File: src/rtl/adder_arbiter_pkg.sv
// rtl/adder_arbiter_pkg.sv - shared defaults, id-width derivation and occupancy encodings
package adder_arbiter_pkg;

    localparam int WIDTH_DEF   = 32;
    localparam int NUM_REQ_DEF = 3;

    // Index width for a requester count, never narrower than one bit.
    function automatic int id_width(input int n);
        return (n <= 2) ? 1 : $clog2(n);
    endfunction

    typedef enum logic {
        EMPTY = 1'b0,
        FULL  = 1'b1
    } occ_t;

endpackage

File: src/rtl/adder_arbiter_rr_grant.sv
// rtl/adder_arbiter_rr_grant.sv - round-robin one-hot grant starting at ptr
module rr_grant #(
    parameter int NUM_REQ = 3,
    parameter int ID_W    = 2
) (
    input  logic [NUM_REQ-1:0] req,
    input  logic [ID_W-1:0]    ptr,
    output logic [NUM_REQ-1:0] gnt
);

    logic found;

    // Pass one covers ptr..NUM_REQ-1; pass two wraps around to 0..ptr-1.
    always_comb begin
        gnt   = '0;
        found = 1'b0;
        for (int i = 0; i < NUM_REQ; i++) begin
            if (!found && req[i] && (i >= int'(ptr))) begin
                gnt[i] = 1'b1;
                found  = 1'b1;
            end
        end
        for (int i = 0; i < NUM_REQ; i++) begin
            if (!found && req[i]) begin
                gnt[i] = 1'b1;
                found  = 1'b1;
            end
        end
    end

endmodule

File: src/rtl/adder_arbiter.sv
// rtl/adder_arbiter.sv - one shared adder arbitrated round-robin among requesters
module adder_arbiter
    import adder_arbiter_pkg::*;
#(
    parameter int WIDTH   = WIDTH_DEF,
    parameter int NUM_REQ = NUM_REQ_DEF,
    parameter int ID_W    = id_width(NUM_REQ)
) (
    input  logic                       clk,
    input  logic                       reset,
    input  logic [NUM_REQ-1:0]         req_valid,
    output logic [NUM_REQ-1:0]         req_ready,
    input  logic [NUM_REQ*WIDTH-1:0]   req_a,
    input  logic [NUM_REQ*WIDTH-1:0]   req_b,
    output logic                       resp_valid,
    input  logic                       resp_ready,
    output logic [ID_W-1:0]            resp_id,
    output logic [WIDTH-1:0]           resp_result,
    output logic                       resp_carry,
    output logic                       resp_ovf
);

    occ_t             state_q, state_d;
    logic [ID_W-1:0]  ptr_q, ptr_d;
    logic [ID_W-1:0]  id_q, id_d;
    logic [WIDTH-1:0] result_q, result_d;
    logic             carry_q, carry_d;
    logic             ovf_q, ovf_d;

    logic [NUM_REQ-1:0] gnt;
    logic               accept;
    logic [ID_W-1:0]    win_id;
    logic [WIDTH-1:0]   a_sel;
    logic [WIDTH-1:0]   b_sel;
    logic [WIDTH:0]     sum;

    rr_grant #(
        .NUM_REQ (NUM_REQ),
        .ID_W    (ID_W)
    ) u_rr_grant (
        .req (req_valid),
        .ptr (ptr_q),
        .gnt (gnt)
    );

    // Winner selection uses only the one-hot grant, so operands never feed req_ready.
    always_comb begin
        win_id = '0;
        a_sel  = '0;
        b_sel  = '0;
        for (int i = 0; i < NUM_REQ; i++) begin
            if (gnt[i]) begin
                win_id = ID_W'(i);
                a_sel  = req_a[i*WIDTH +: WIDTH];
                b_sel  = req_b[i*WIDTH +: WIDTH];
            end
        end
        sum = {1'b0, a_sel} + {1'b0, b_sel};
    end

    always_comb begin
        accept    = !reset && (|req_valid) && ((state_q == EMPTY) || resp_ready);
        req_ready = accept ? gnt : '0;
        state_d   = state_q;
        ptr_d     = ptr_q;
        id_d      = id_q;
        result_d  = result_q;
        carry_d   = carry_q;
        ovf_d     = ovf_q;
        if (accept) begin
            state_d  = FULL;
            ptr_d    = (win_id == ID_W'(NUM_REQ - 1)) ? '0 : win_id + ID_W'(1);
            id_d     = win_id;
            result_d = sum[WIDTH-1:0];
            carry_d  = sum[WIDTH];
            ovf_d    = (a_sel[WIDTH-1] == b_sel[WIDTH-1]) && (sum[WIDTH-1] != a_sel[WIDTH-1]);
        end else if ((state_q == FULL) && resp_ready) begin
            state_d = EMPTY;
        end
    end

    always_ff @(posedge clk) begin
        if (reset) begin
            state_q  <= EMPTY;
            ptr_q    <= '0;
            id_q     <= '0;
            result_q <= '0;
            carry_q  <= 1'b0;
            ovf_q    <= 1'b0;
        end else begin
            state_q  <= state_d;
            ptr_q    <= ptr_d;
            id_q     <= id_d;
            result_q <= result_d;
            carry_q  <= carry_d;
            ovf_q    <= ovf_d;
        end
    end

    assign resp_valid  = (state_q == FULL);
    assign resp_id     = id_q;
    assign resp_result = result_q;
    assign resp_carry  = carry_q;
    assign resp_ovf    = ovf_q;

endmodule

File: config.mk
export PLATFORM = sky130hd
export DESIGN_NAME = adder_arbiter
export DESIGN_NICKNAME = d
export VERILOG_FILES = /design/src/rtl/adder_arbiter_pkg.sv /design/src/rtl/adder_arbiter_rr_grant.sv /design/src/rtl/adder_arbiter.sv
export SDC_FILE = /design/constraint.sdc
export NUM_CORES = 1
export LEC_CHECK = 0
export CORE_AREA = 2 2 91 93
export DETAILED_ROUTE_END_ITERATION = 7
export DIE_AREA = 0 0 93 95
export DONT_BUFFER_PORTS = 1
export PLACE_DENSITY = 0.78
export SKIP_LAST_GASP = 1
export SLEW_MARGIN = 20
export SYNTH_ARGS = -nofsm -noshare
export SYNTH_HDL_FRONTEND = slang
export SYNTH_SLANG_ARGS = --single-unit
File: constraint.sdc
create_clock -name clk -period 6.2 [get_ports clk]
set_input_delay 0.93 -clock clk [delete_from_list [all_inputs] [get_ports clk]]
set_output_delay 0.93 -clock clk [all_outputs]
set_load 0.01 [all_outputs]
==> results.md <==
- category of the most critical setup path: reg -> reg
- share of the clock period used by the worst path after layout: 0.7896
- clock transition at the registers of the reported paths: 80 ps
- element type at the critical path end: flop
- cell taking the most area after synthesis: sky130_fd_sc_hd__dfxtp_1
- post-synth top area share: 0.1896
- Peak supply drop: 0.1146 mV
- port buffer count: 0
- syn_nets: 790
- warnings from Yosys: 0
- vertical extent of the die: 95 um
- routability congestion estimate: 0.8971
- largest net degree at the start of global routing: 67
- Distinct cells, synth: 56
- residual DRC count: 0
- number of inserted diodes: 0
- post-layout utilization of the core: 0.5262
- routed length per placed instance: 18.91 um
- number of sinks handled by clock tree synthesis: 38
- GR Util All Layers: 0.2559
- number of rows in the core area: 33
- Max Fanout on Critical Path: 43
- post-synthesis area per instance: 7.178 sq um
- hold path depth: 2
- Clock Skew: 11.83 ps
- horizontal die dimension: 93 um
- Post-CTS Setup Repair Bufs: 0
- post-synthesis sequential element count: 38
- hold bufs inserted after CTS: 0
- time the final worst path needs with I/O delays and setup: 4896 ps
- Post-Syn Instances: 559
- total overflow reported by the global router: 0
- RSZ-0062 raised after global routing: no
- pins over their slew limit: 0
- cell at the root of the clock tree: sky130_fd_sc_hd__clkbuf_8
- total area of multi-input combinational cells: 0.003002 sq mm
- clock tree from TritonCTS: yes
- status: finished clean
- leakage power figure: 1.855 nW
- proportion of layout cells with a drive suffix above 1: 0.04887
- number of buffers inserted during clock tree synthesis: 5
- Initial Utilization: 0.5062
- vias in the first global route: 3789
- final layout net count: 762
- Synth Flop Type: sky130_fd_sc_hd__dfxtp_1
- Arrival @ worst endpoint: 5030 ps
- total area of sequential cells: 760.7 sq um
- count of placed standard cells in the final layout, fillers left out: 637
- Boundary Pins: 238
- required arrival time at the worst endpoint: 6340 ps
- Setup crit start kind: flop
- deepest clock path buffer count: 2
- number of synthesized flops with an enable pin: 0
- vias post-DR: 4197
- fill cell count: 781
- number of detailed-route iterations in the first pass: 6
- H-tree lvl count: 2
- post_cts resized: 0
- total non-filler cell area in the finished layout: 0.004172 sq mm
- async set or reset register ratio after synthesis: 0
- insertion delay of the later-clocked pin in the worst-skew pair: 290 ps
- Final Setup Violations: 0
- number of max-cap violations: 0
- FMAX: 204.3 MHz
- aggregate negative setup slack: 0 ps
- Core Box Area: 0.007928 sq mm
- PwrDens: 332.4 mW/mm^2
- global-route wire length before repair: 18220 um
- cell area after placement: 0.004020 sq mm
- initial antenna violation count: 0
- Post-DP HPWL: 9384 um
- WL final: 12050 um
- proportion of synthesized chip area in sequential cells: 0.1896
- via-per-instance ratio: 6.589
- remaining antenna violation count: 0
- Cells after DPL: 629
- synthesized cell area: 0.004013 sq mm
- worst hold path type: reg -> reg
- Worst Max-Slew Pin Slew: 1088 ps
- largest cells by area after synthesis: sky130_fd_sc_hd__dfxtp_1, sky130_fd_sc_hd__ha_1, sky130_fd_sc_hd__a21oi_1
- number of hold-slack violations in the final timing report: 0
- area growth from synthesis to layout: 3.960%
- count of routing violations after the opening detailed-route iteration: 306
- minimum hold slack: 503.1 ps
- length in cells of the worst reg-to-reg path: 18
- headroom to the max-slew limit: 0.2690
- overall die area: 0.008835 sq mm
-- cells by family after synthesis --
| logic type | Yosys count | share of synthesized area |
|---|---|---|
| flops | 38 | 0.1896 |
| simple gates | 154 | 0.1762 |
| fa+ha+maj | 33 | 0.1048 |
| buf+inv | 68 | 0.06766 |
| mux | 1 | 0.002495 |
| compound gates | 237 | 0.3963 |
| xor+xnor | 28 | 0.06299 |
-- flip-flops by register name, summed over array words and instances (netlist names) --
signal,flops
ptr_q,2
resp_carry,1
resp_id,1
resp_ovf,1
resp_result,32
resp_valid,1
-- layer usage --
metal / global-route usage / wire length [um] / vias up
met3: 0.05267 / 1030 / 12
met4: 0.06495 / 159 / 0
li1: - / - / 2051
met5: 0 / 0 / -
met2: 0.4541 / 5878 / 203
met1: 0.3167 / 4978 / 1931
-- report_power, final --
group | switching (mW) | total (mW) | internal (mW)
Combinational | 0.415 | 0.708 | 0.293
Clock | 0.0903 | 0.262 | 0.172
Sequential | 0.0970 | 0.417 | 0.320
-- cells in the mapped netlist (all sizes together) (9+ instances only) --
master  number
a21oi       64
nor2        59
o21ai       44
o22ai       41
dfxtp       38
nand3       36
ha          32
inv         30
clkbuf      29
nand2       28
a222oi      23
a21o        18
xnor2       16
xor2        12
a31oi        9
buf          9
-- final cells by class --
| cell class | count | share of cell area |
|---|---|---|
| inverters | 30 | 0.02699 |
| multi-input cells | 453 | 0.7196 |
| repair buffers | 3 | 0.005399 |
| flip-flops and latches | 38 | 0.1824 |
| well taps | 105 | 0.03149 |
| clock inverters | 2 | 0.01440 |
| clock buffers | 6 | 0.01980 |
-- critical path, cell delays in order, from the launching register on --
cell and delay (ps):
sky130_fd_sc_hd__dfxtp_1 500, sky130_fd_sc_hd__nand2b_1 190, sky130_fd_sc_hd__a21oi_1 130, sky130_fd_sc_hd__o21ai_4 150, sky130_fd_sc_hd__buf_4 400, sky130_fd_sc_hd__nand2_1 530, sky130_fd_sc_hd__a21oi_1 280, sky130_fd_sc_hd__nor2_1 70
sky130_fd_sc_hd__ha_1 220, sky130_fd_sc_hd__fa_1 400, sky130_fd_sc_hd__and3_1 220, sky130_fd_sc_hd__o211a_1 230, sky130_fd_sc_hd__o211a_1 260, sky130_fd_sc_hd__o311a_4 400, sky130_fd_sc_hd__o21a_1 180, sky130_fd_sc_hd__nor2_2 130
sky130_fd_sc_hd__o311a_4 230, sky130_fd_sc_hd__xor2_2 130, sky130_fd_sc_hd__o21ai_1 70
-- placed cells by master (no fill, tap or decap), types with 4 or more instances in the layout --
| cell type | n |
|---|---|
| sky130_fd_sc_hd__o21ai_1 | 8 |
| sky130_fd_sc_hd__nand2b_1 | 6 |
| sky130_fd_sc_hd__a21oi_1 | 64 |
| sky130_fd_sc_hd__ha_1 | 32 |
| sky130_fd_sc_hd__a222oi_1 | 23 |
| sky130_fd_sc_hd__nand3_1 | 36 |
| sky130_fd_sc_hd__a31oi_1 | 8 |
| sky130_fd_sc_hd__xor2_1 | 11 |
| sky130_fd_sc_hd__o31ai_1 | 5 |
| sky130_fd_sc_hd__dfxtp_1 | 38 |
| sky130_fd_sc_hd__nor2b_1 | 6 |
| sky130_fd_sc_hd__xnor2_1 | 16 |
| sky130_fd_sc_hd__and3_1 | 6 |
| sky130_fd_sc_hd__a21o_1 | 18 |
| sky130_fd_sc_hd__o211a_1 | 4 |
| sky130_fd_sc_hd__nand2_1 | 28 |
| sky130_fd_sc_hd__inv_1 | 30 |
| sky130_fd_sc_hd__o21ai_0 | 35 |
| sky130_fd_sc_hd__clkbuf_8 | 6 |
| sky130_fd_sc_hd__o22ai_1 | 41 |
| sky130_fd_sc_hd__a211oi_1 | 5 |
| sky130_fd_sc_hd__nor2_1 | 58 |
-- metrics by stage --
stage / total power, mW / worst slack (ps)
CTS: 1.382 / 1385
global route: 1.489 / 933.8
global placement: 1.096 / 1256
floorplan: 0.9719 / 1896
detailed placement: 1.118 / 1104
finish: 1.387 / 1304
-- final timing paths --
check	from	to	slack, ps
worst min-delay path	resp_result[1]	resp_result[1]	500
worst min register to register	resp_result[1]	resp_result[1]	500
worst max-delay path	ptr_q[1]	resp_result[22]	1300
worst max register to register	ptr_q[1]	resp_result[22]	1300
Note: power is estimated with default switching activity, not from simulation.
